==> src/rtl/p6_fetch_branch_ctrl.sv <==
// Fetch and control-flow sequencer for the Simple RISC Machine.
// Owns PC and instruction register, issues memory reads, resolves
// branches / links / BX / HALT locally and hands every other opcode to
// the execute FSM.
//
// Handshakes:
//   Memory: mem_cmd=01 is the request (valid), held from IF1 through IF2;
//   mem_ready is the response and is looked at only in IF2. The word is
//   taken on the edge where mem_ready=1, with no timeout.
//   Execute: exec_start is a one-cycle pulse in DECODE; exec_done is
//   looked at only in EXEC and releases the sequencer back to IF1.
//   Reset (active low) abandons either handshake at once.
module p6_fetch_branch_ctrl #(
    parameter int          PC_W     = 9,
    parameter int unsigned RESET_PC = 0
) (
    input  logic            clk,
    input  logic            reset,
    input  logic            s,
    input  logic [15:0]     mem_rdata,
    input  logic            mem_ready,
    input  logic            N,
    input  logic            V,
    input  logic            Z,
    input  logic [15:0]     rd_val,
    input  logic            exec_done,
    output logic [1:0]      mem_cmd,
    output logic [PC_W-1:0] mem_addr,
    output logic            load_ir,
    output logic [15:0]     instruction,
    output logic [PC_W-1:0] pc,
    output logic [2:0]      readnum,
    output logic            link_write,
    output logic [2:0]      writenum,
    output logic [15:0]     link_data,
    output logic            exec_start,
    output logic            w,
    output logic            halted,
    output logic [3:0]      dbg_state_o
);

    typedef enum logic [3:0] {
        S_WAIT      = 4'd0,
        S_IF1       = 4'd1,
        S_IF2       = 4'd2,
        S_UPDATE_PC = 4'd3,
        S_DECODE    = 4'd4,
        S_BRANCH    = 4'd5,
        S_LINK      = 4'd6,
        S_BX        = 4'd7,
        S_EXEC      = 4'd8,
        S_HALT      = 4'd9
    } state_t;

    localparam logic [1:0] MEM_NONE = 2'b00;
    localparam logic [1:0] MEM_READ = 2'b01;

    state_t            state_q, state_d;
    logic [PC_W-1:0]   pc_q, pc_d;
    logic [15:0]       ir_q, ir_d;

    logic [2:0]        op;
    logic [1:0]        sub;
    logic [2:0]        cond;
    logic [15:0]       sx16;
    logic [PC_W-1:0]   sximm;
    logic [PC_W-1:0]   rd_pc;
    logic [15:0]       pc_ext;
    logic              taken;

    // Only the low PC_W bits of the register read form a jump target.
    logic              unused_rd;
    assign unused_rd = ^rd_val;

    assign op    = ir_q[15:13];
    assign sub   = ir_q[12:11];
    assign cond  = ir_q[10:8];
    assign sx16  = {{8{ir_q[7]}}, ir_q[7:0]};
    assign sximm = sx16[PC_W-1:0];
    assign rd_pc = rd_val[PC_W-1:0];

    assign mem_addr    = pc_q;
    assign pc          = pc_q;
    assign instruction = ir_q;
    assign dbg_state_o = state_q;

    // Zero-extend the PC for the R7 link value.
    always_comb begin
        pc_ext            = '0;
        pc_ext[PC_W-1:0]  = pc_q;
    end

    // Branch condition from the live datapath flags.
    always_comb begin
        taken = 1'b0;
        case (cond)
            3'b000:  taken = 1'b1;
            3'b001:  taken = Z;
            3'b010:  taken = ~Z;
            3'b011:  taken = N ^ V;
            3'b100:  taken = (N ^ V) | Z;
            default: taken = 1'b0;
        endcase
    end

    // State, PC and instruction register; reset wins over everything.
    always_ff @(posedge clk) begin
        if (!reset) begin
            state_q <= S_WAIT;
            pc_q    <= PC_W'(RESET_PC);
            ir_q    <= '0;
        end else begin
            state_q <= state_d;
            pc_q    <= pc_d;
            ir_q    <= ir_d;
        end
    end

    // Next-state, PC/IR updates and per-state outputs.
    always_comb begin
        state_d    = state_q;
        pc_d       = pc_q;
        ir_d       = ir_q;
        mem_cmd    = MEM_NONE;
        load_ir    = 1'b0;
        readnum    = 3'd0;
        link_write = 1'b0;
        writenum   = 3'd0;
        link_data  = 16'd0;
        exec_start = 1'b0;
        w          = 1'b0;
        halted     = 1'b0;

        case (state_q)
            S_WAIT: begin
                w = 1'b1;
                if (s) state_d = S_IF1;
            end
            S_IF1: begin
                mem_cmd = MEM_READ;
                state_d = S_IF2;
            end
            S_IF2: begin
                mem_cmd = MEM_READ;
                if (mem_ready) begin
                    load_ir = 1'b1;
                    ir_d    = mem_rdata;
                    state_d = S_UPDATE_PC;
                end
            end
            S_UPDATE_PC: begin
                pc_d    = pc_q + PC_W'(1);
                state_d = S_DECODE;
            end
            S_DECODE: begin
                case (op)
                    3'b001: state_d = S_BRANCH;
                    3'b010: begin
                        case (sub)
                            2'b11:   state_d = S_LINK;
                            2'b10:   state_d = S_LINK;
                            2'b00:   state_d = S_BX;
                            default: state_d = S_IF1;
                        endcase
                    end
                    3'b111: state_d = S_HALT;
                    default: begin
                        exec_start = 1'b1;
                        state_d    = S_EXEC;
                    end
                endcase
            end
            S_BRANCH: begin
                if (taken) pc_d = pc_q + sximm;
                state_d = S_IF1;
            end
            S_LINK: begin
                link_write = 1'b1;
                writenum   = 3'd7;
                link_data  = pc_ext;
                if (sub == 2'b10) begin
                    // BLX: the read sees R7 before this cycle's link write.
                    readnum = ir_q[7:5];
                    pc_d    = rd_pc;
                end else begin
                    pc_d    = pc_q + sximm;
                end
                state_d = S_IF1;
            end
            S_BX: begin
                readnum = ir_q[7:5];
                pc_d    = rd_pc;
                state_d = S_IF1;
            end
            S_EXEC: begin
                if (exec_done) state_d = S_IF1;
            end
            S_HALT: begin
                halted = 1'b1;
            end
            default: begin
                state_d = S_WAIT;
            end
        endcase

        // An asserted reset suppresses every pulse in the cycle it is seen.
        if (!reset) begin
            load_ir    = 1'b0;
            exec_start = 1'b0;
            link_write = 1'b0;
        end
    end

endmodule

==> config.mk <==
export PLATFORM = sky130hd
export DESIGN_NAME = p6_fetch_branch_ctrl
export DESIGN_NICKNAME = d
export VERILOG_FILES = /design/src/rtl/p6_fetch_branch_ctrl.sv
export SDC_FILE = /design/constraint.sdc
export NUM_CORES = 1
export LEC_CHECK = 0
export CORE_MARGIN = 2
export CORE_UTILIZATION = 40
export CTS_CLUSTER_SIZE = 12
export DETAILED_ROUTE_END_ITERATION = 10
export PLACE_DENSITY = 0.85
export RECOVER_POWER = 50
export SYNTH_ARGS = -nofsm -noshare
export SYNTH_HDL_FRONTEND = slang
export SYNTH_SLANG_ARGS = --single-unit
==> constraint.sdc <==
create_clock -name clk -period 5.8 [get_ports clk]
set_input_delay 1.16 -clock clk [delete_from_list [all_inputs] [get_ports clk]]
set_output_delay 1.16 -clock clk [all_outputs]
set_load 0.005 [all_outputs]
==> impl_metrics.csv, run 1 <==
group,metric,value,unit
route,vias,2417,
clock_network,cts_buffer_depth,2,
route,drtAntennaViolNets,0,
clock_network,cts-resized-gates,0,
synthesis,synth_area_leaders,"dfxtp_1 26%, buf_4 6.9%, nand2_1 6.9%",
clock_network,clock_latency,290,ps
sta,fin_tns_setup,0,ps
critical_path,r2r_setup_slack,3590,ps
place,hpwlAfterDp,4850,um
sta,setup_viol,0,
layout,antenna-diode-count,0,
synthesis,synth_warnings,0,
power,p_clk_share,44.8,%
floorplanning,die_x,79.4,um
critical_path,worst_path_dominant_cell_family,"buffers and inverters",
layout,area_delta_synth_final,42.5,%
floorplanning,start_util,41.3,%
critical_path,cp_slowest_stage_delay,730,ps
synthesis,yosysSeqAreaShare,25.5,%
layout,final_cell_mix,"66 x clkdlybuf4s50_1, 42 x nand2_1, 29 x dfxtp_1",
critical_path,critPathCaptureType,"output pin",
sta,timing_max_transition_violations_final,0,
critical_path,critPathKind,"input port to output pin",
floorplanning,coreArea,0.00551,mm^2
power,p_leak,1.29,nW
clock_network,cts_tree,"done",
critical_path,r2r_start,"mem_addr[0]",
route,postRouteWirelength,6420,um
sta,slew_headroom,30.3,%
route,routed_via_density,5.48,
power,sw_frac_of_total,24.5,%
route,drt_iter0_drc,237,
place,dp.cells,433,
critical_path,critPathRequiredTime,4640,ps
synthesis,yosys.area.top_type_share,25.5,%
synthesis,async_flop_share,0,%
clock_network,numCtsBuffers,5,
sta,worst_pin_slew,1040,ps
clock_network,cts.sinks,29,
synthesis,syn_avg_cell_area,7.79,um^2
sta,period_needed,4650,ps
clock_network,ctsHoldBuffers,0,
synthesis,ys_ff_latch,29,
layout,layout-drive-gt1-share,7.05,%
critical_path,crit_path_start_kind,"input port",
min_path,hold_depth,2,
floorplanning,die_area,0.00631,mm^2
layout,fin_nets,418,
clock_network,htreeDepth,2,
global_routing,antenna_found_initial,0,
global_routing,grt_pass1_vias,2196,
sta,fmax,215,MHz
synthesis,yosysTopAreaCell,"dfxtp_1",
layout,n_fill_cell,496,
critical_path,regToRegEndpoint,"mem_addr[6]",
place,io_buffers,91,
clock_network,root_buffer,"clkbuf_8",
status,status,"finished clean",
flow_run,cap_violations,0,
critical_path,rr_worst_depth,7,
critical_path,critPathMaxFanout,14,
power,p_int,0.429,mW
global_routing,globalRoute.totalOverflow,0,
place,place.gp.congestion,0.861,
layout,layout.cells.most_common,"clkdlybuf4s50_1",
critical_path,path_buf_inv,4,
critical_path,cp.arrival,3490,ps
sta,rsz0062_at_grt,"false",
global_routing,grt_util_all_layers,20.4,%
route,avgRoutedWirePerCell,14.6,um
synthesis,synth_ff_type,"dfxtp_1",
synthesis,ys_types,62,
route,dr.pass1.iters,4,
clock_network,cts_setup_buffers,0,
global_routing,grt_pass1_wl,10200,um
power,power_frac_comb,16.5,%
power,p_switching,0.139,mW
layout,fin_cells,441,
synthesis,syn_inst,292,
floorplanning,fp.dieH,79.4,um
min_path,hold_class,"flip-flop to flip-flop",
sta,fin_crit_sh,80.2,%
critical_path,cpMaxStageDelayCell,"dlygate4sd3_1",
floorplanning,io_pins,107,
synthesis,synth_edf_count,0,
power,p_per_area,175,mW/mm^2
power,peakVddDrop,0.111,mV
min_path,min_from,"instruction[4]",
global_routing,grt_max_degree,22,
synthesis,syn_area,0.00228,mm^2
power,seqPwrFrac,38.7,%
critical_path,path_cells,"dlygate4sd3_1 -> inv_1 -> clkbuf_1 -> nor2_1 -> clkdlybuf4s50_1",
route,drc,0,
floorplanning,rows,27,
clock_network,clkSlewWorstSetupHoldPaths,60,ps
min_path,holdPathEnd,"instruction[4]",
sta,clock_skew,4.01,ps
sta,hold_viol_final,0,
[power by group through the flow]
stage	registers, mW	clock network, mW	logic, mW
floorplan	0.218	0	0.0557
global placement	0.223	0	0.0938
detailed placement	0.224	0	0.0958
CTS	0.220	0.257	0.0964
global route	0.221	0.266	0.102
finish	0.220	0.254	0.0940
[flip-flops by register name, indices dropped and copies added (netlist names)]
register     flops
mem_addr         9
dbg_state_o      4
instruction     16
[worst max-delay path by stage]
stage,startpoint,to,slack [ps],depth (start not counted)
2_1_floorplan,mem_ready,load_ir,2950,3
3_3_place_gp,reset,load_ir,1540,5
3_5_place_dp,reset,load_ir,1540,5
4_1_cts,reset,load_ir,1520,5
5_1_grt,reset,load_ir,1070,5
6_report,reset,load_ir,1150,5
[cell type report]
type | count | area (um^2) | share of cell area [%]
tap | 72 | 90.1 | 2.78
inverter | 7 | 26.3 | 0.810
clock buffer | 5 | 68.8 | 2.12
sequential | 29 | 581 | 17.9
clock inverter | 3 | 65.1 | 2.01
timing repair buffer | 93 | 922 | 28.4
multi-input combinational | 232 | 1490 | 45.9
[cell usage after synthesis, types with 3 or more instances]
master / n
nand2_1: 42
nor3_1: 5
xnor2_1: 4
o21ai_0: 9
buf_4: 21
nand2b_1: 3
xor2_1: 5
nand3_1: 7
ha_1: 9
inv_1: 6
a21oi_1: 28
a221oi_2: 3
o21a_1: 5
or3_1: 4
and2_1: 13
dfxtp_1: 29
a22oi_1: 3
and3_1: 5
nor4_1: 5
nor3b_1: 3
and3b_1: 3
nor2_1: 20
a211oi_1: 3
a21o_1: 3
clkbuf_1: 7
[per-layer routing]
metal  GRT usage (%)  up-vias  wire length (um)
met1            26.6     1126              2810
met2            32.6      108              3030
met5               0        -                 0
met3            4.52       12               458
li1                -     1171                 -
met4            8.10        0               126
[worst register-to-register path: cells and delay by family (launching register included)]
kind            cells  cell delay, ps
flops               1             400
fa+ha+maj           2             690
compound gates      3             460
simple gates        2             550
[logic make-up (layout without fill, tap and decap cells)]
kind of cell	Yosys count	count (layout)	share of synthesized area, %
AND/OR/NAND/NOR	122	122	27.1
AO/OA/AOI/OAI	81	81	26.8
buffers and inverters	38	108	10.2
flip-flops	29	29	25.5
adder cells (fa/ha/maj)	10	10	5.83
XOR/XNOR	9	9	3.46
multiplexers	2	2	0.935
other	1	8	0.165
[per-stage QoR]
stage	worst slack, ps	utilization [%]	instance area [um^2]	power [mW]	hold WS, ps
after floorplan	2950	-	2300	0.273	469
after global placement	1540	56.5	3110	0.317	468
after detailed placement	1540	56.5	3110	0.320	476
after CTS	1520	59.0	3250	0.574	486
after global routing	1070	58.9	3240	0.590	502
final	1150	58.9	3240	0.568	483
Power figures use the tool's default switching activity.
==> run 2, diff against run 1 <==
==> constraint.sdc (replaced) <==
create_clock -name clk -period 4.42 [get_ports clk]
set_input_delay 0.884 -clock clk [delete_from_list [all_inputs] [get_ports clk]]
set_output_delay 0.884 -clock clk [all_outputs]
set_load 0.005 [all_outputs]
==> impl_metrics.csv, run 2 (synthesized netlist as in run 1, its figures left out) <==
group,metric,value,unit
power,peakVddDrop,0.153,mV
floorplanning,fp.dieH,79.4,um
layout,n_fill_cell,515,
place,hpwlAfterDp,4980,um
layout,layout-drive-gt1-share,7.01,%
sta,worst_pin_slew,1040,ps
place,io_buffers,91,
route,drt_iter0_drc,174,
place,pre_cts_ws,1060,ps
route,drc,0,
clock_network,cts_setup_buffers,0,
clock_network,numCtsBuffers,5,
sta,setup_ws,608,ps
sta,hold_viol_final,0,
clock_network,clkSlewWorstSetupHoldPaths,60,ps
place,dp.cells,435,
critical_path,critPathKind,"input port to output pin",
sta,fin_tns_setup,0,ps
global_routing,grt_util_all_layers,21.1,%
critical_path,r2r_setup_slack,2200,ps
global_routing,globalRoute.totalOverflow,0,
layout,antenna-diode-count,0,
critical_path,regToRegEndpoint,"mem_addr[6]",
sta,period_needed,3810,ps
layout,post-route-util,58.2,%
clock_network,ctsHoldBuffers,0,
floorplanning,die_area,0.00631,mm^2
clock_network,cts_buffer_depth,2,
place,place.gp.congestion,0.837,
critical_path,crit_path_start_kind,"input port",
power,p_per_area,195,mW/mm^2
sta,fmax,262,MHz
clock_network,root_buffer,"clkbuf_8",
global_routing,grt_pass1_wl,10600,um
layout,fin_nets,420,
floorplanning,io_pins,107,
min_path,min_from,"instruction[0]",
floorplanning,start_util,41.3,%
clock_network,cts-resized-gates,0,
sta,clock_skew,5.32,ps
sta,rsz0062_at_grt,"false",
layout,final_cell_mix,"66 x clkdlybuf4s50_1, 42 x nand2_1, 29 x dfxtp_1",
route,postRouteWirelength,6600,um
sta,timing_max_transition_violations_final,0,
critical_path,cp.arrival,2930,ps
layout,layout.cells.most_common,"clkdlybuf4s50_1",
sta,slew_headroom,30.5,%
clock_network,clock_latency,290,ps
clock_network,cts.sinks,29,
layout,final-seq-area,581,um^2
sta,hold_ws,479,ps
layout,multi_input_area,0.00149,mm^2
min_path,hold_class,"flip-flop to flip-flop",
layout,fin_area,0.00320,mm^2
clock_network,cts_tree,"done",
floorplanning,coreArea,0.00551,mm^2
route,routed_via_density,5.47,
place,dpl-instance-area,0.00313,mm^2
layout,largest_register_ffs,16,
global_routing,antenna_found_initial,0,
critical_path,r2r_start,"mem_addr[0]",
global_routing,grt_pass1_vias,2261,
route,vias,2423,
critical_path,critPathRequiredTime,3540,ps
power,total_power,0.626,mW
critical_path,critPathCaptureType,"output pin",
route,dr.pass1.iters,4,
layout,area_delta_synth_final,40.7,%
route,avgRoutedWirePerCell,14.9,um
global_routing,grt_max_degree,22,
sta,setup_viol,0,
min_path,holdPathEnd,"instruction[0]",
power,p_leak,1.27,nW
sta,fin_crit_sh,86.2,%
route,drtAntennaViolNets,0,
status,status,"finished clean",
critical_path,critPathMaxFanout,11,
clock_network,htreeDepth,2,
critical_path,rr_worst_depth,7,
floorplanning,die_x,79.4,um
critical_path,crit_path_start,"reset",
floorplanning,rows,27,
layout,fin_cells,443,
min_path,hold_depth,2,
flow_run,cap_violations,0,
run 2: how the worst max path moves through the flow:
stage,endpoint,slack (ps),depth (start not counted)
5_1_grt,link_write,450,5
2_1_floorplan,link_data[0],2110,4
4_1_cts,link_data[2],1040,5
3_3_place_gp,link_write,1020,5
3_5_place_dp,link_write,1060,5
6_report,link_write,610,5
run 2: layout make-up:
cell class                 instances  share of cell area, %
multi-input combinational        232                   46.5
timing repair buffer              95                   29.1
sequential                        29                   18.1
tap                               72                   2.81
clock buffer                       6                   2.27
inverter                           7                  0.820
clock inverter                     2                  0.313
run 2: report_power, final:
part           switching (mW)  total (mW)  internal, mW
Sequential             0.0183       0.288         0.270
Clock                   0.106       0.214         0.109
Combinational          0.0535       0.123        0.0697
Total                   0.177       0.626         0.448
run 2: metal layers:
metal | wire length (um) | track usage, %
met5 | 0 | 0
met1 | 2890 | 26.2
met3 | 360 | 3.85
met4 | 80 | 7.59
met2 | 3270 | 36.3
run 2: worst max-delay path, cell delays in order:
cell	delay (ps)
dlygate4sd3_1	520
clkbuf_1	410
inv_1	270
nor4_1	290
clkdlybuf4s50_1	550
==> run 3, diff against run 2 <==
--- a/config.mk
+++ b/config.mk
@@ -9,8 +9,10 @@
 export CORE_UTILIZATION = 40
 export CTS_CLUSTER_SIZE = 12
 export DETAILED_ROUTE_END_ITERATION = 10
-export PLACE_DENSITY = 0.85
+export DONT_BUFFER_PORTS = 1
+export PLACE_DENSITY = 0.61
 export RECOVER_POWER = 50
+export REMOVE_ABC_BUFFERS = 1
 export SYNTH_ARGS = -nofsm -noshare
 export SYNTH_HDL_FRONTEND = slang
 export SYNTH_SLANG_ARGS = --single-unit
==> impl_metrics.csv, run 3 (synthesized netlist as in run 1, its figures left out) <==
group,metric,value,unit
status,status,"finished clean",
sta,hold_viol_final,0,
critical_path,crit_path_start,"dbg_state_o[1]",
route,drt_iter0_drc,82,
power,sw_frac_of_total,26.8,%
place,place.gp.congestion,0.843,
clock_network,cts_buffer_depth,2,
place,io_buffers,0,
clock_network,root_buffer,"clkbuf_8",
min_path,hold_class,"flip-flop to flip-flop",
layout,n_fill_cell,577,
global_routing,globalRoute.totalOverflow,0,
clock_network,clock_latency,280,ps
layout,area_delta_synth_final,1.70,%
critical_path,critPathRequiredTime,3540,ps
route,avgRoutedWirePerCell,16.8,um
sta,worst_pin_slew,1120,ps
layout,fin_nets,326,
power,power_frac_comb,10.3,%
power,p_switching,0.176,mW
sta,period_needed,3180,ps
layout,post-route-util,42.0,%
route,drtAntennaViolNets,0,
critical_path,critPathKind,"flip-flop to output pin",
route,drc,0,
global_routing,grt_pass1_wl,9500,um
layout,antenna-diode-count,0,
layout,final-seq-area,581,um^2
flow_run,cap_violations,0,
clock_network,ctsHoldBuffers,0,
sta,clock_skew,1.71,ps
global_routing,grt_util_all_layers,19.2,%
critical_path,critPathMaxFanout,15,
sta,fin_crit_sh,72.0,%
floorplanning,rows,27,
layout,final_cell_mix,"42 x nand2_1, 29 x dfxtp_1, 28 x a21oi_1",
clock_network,clkSlewWorstSetupHoldPaths,70,ps
clock_network,htreeDepth,2,
clock_network,cts_setup_buffers,0,
place,hpwlAfterDp,4320,um
sta,setup_ws,1240,ps
power,p_clk_share,45.4,%
power,seqPwrFrac,44.3,%
power,peakVddDrop,0.136,mV
critical_path,cp.arrival,2300,ps
sta,setup_viol,0,
clock_network,cts.sinks,29,
critical_path,crit_path_start_kind,"flip-flop",
layout,layout.cells.most_common,"nand2_1",
place,pre_cts_ws,1510,ps
global_routing,grt_pass1_vias,1898,
sta,fmax,314,MHz
clock_network,numCtsBuffers,5,
power,p_int,0.479,mW
sta,fin_tns_setup,0,ps
layout,largest_register_ffs,16,
sta,timing_max_transition_violations_final,0,
sta,slew_headroom,25.0,%
clock_network,cts-resized-gates,0,
floorplanning,io_pins,107,
floorplanning,fp.dieH,79.4,um
route,dr.pass1.iters,4,
route,vias,2012,
layout,multi_input_area,0.00149,mm^2
power,p_leak,0.868,nW
layout,layout-drive-gt1-share,9.39,%
global_routing,antenna_found_initial,0,
floorplanning,coreArea,0.00551,mm^2
power,p_per_area,283,mW/mm^2
route,routed_via_density,5.77,
sta,rsz0062_at_grt,"false",
route,postRouteWirelength,5850,um
floorplanning,start_util,41.3,%
clock_network,cts_tree,"done",
floorplanning,die_area,0.00631,mm^2
critical_path,r2r_start,"mem_addr[0]",
min_path,min_from,"instruction[11]",
critical_path,critPathCaptureType,"output pin",
floorplanning,die_x,79.4,um
global_routing,grt_max_degree,25,
run 3: power by group through the flow:
stage	clock [mW]	sequential, mW	combinational [mW]
after floorplan	0	0.290	0.0542
after global placement	0	0.296	0.0663
after detailed placement	0	0.297	0.0676
after CTS	0.305	0.290	0.0681
after global routing	0.315	0.293	0.0768
final	0.298	0.290	0.0674
run 3: area by class of cell:
cell class                      instances  share of cell area, %
Clock buffer                            6                   3.57
Clock inverter                          2                   1.62
Inverter                                7                   1.14
Multi-Input combinational cell        232                   64.4
Sequential cell                        29                   25.1
Tap cell                               72                   3.89
Timing Repair Buffer                    1                  0.324
run 3: worst paths after layout:
check | cells after the start | endpoint | slack [ps]
worst max-delay path | 3 | link_data[1] | 1240
worst min-delay path | 2 | instruction[11] | 510
worst max register to register | 7 | mem_addr[6] | 2140
worst min register to register | 2 | instruction[11] | 510
run 3: per-stage QoR:
stage / area [um^2] / instances / power, mW / hold slack (ps)
after floorplan: 2100 / 268 / 0.345 / 469
after global placement: 2190 / 341 / 0.363 / 492
after detailed placement: 2190 / 341 / 0.364 / 501
after CTS: 2310 / 349 / 0.663 / 512
after global routing: 2310 / 349 / 0.685 / 531
final: 2310 / 349 / 0.655 / 506
run 3: worst max-delay path, stage by stage, from the launching register on:
cell	delay (ps)
dfxtp_1	660
nand2_2	200
nor3_1	890
and2_1	260
run 3: layer usage:
layer  vias to the layer above  GRT usage (%)  wire (um)
met1                       939           25.1       2740
li1                        993              -          -
met3                         5           5.09        398
met4                         0           4.31         40
met5                         -              0          0
met2                        75           31.6       2660
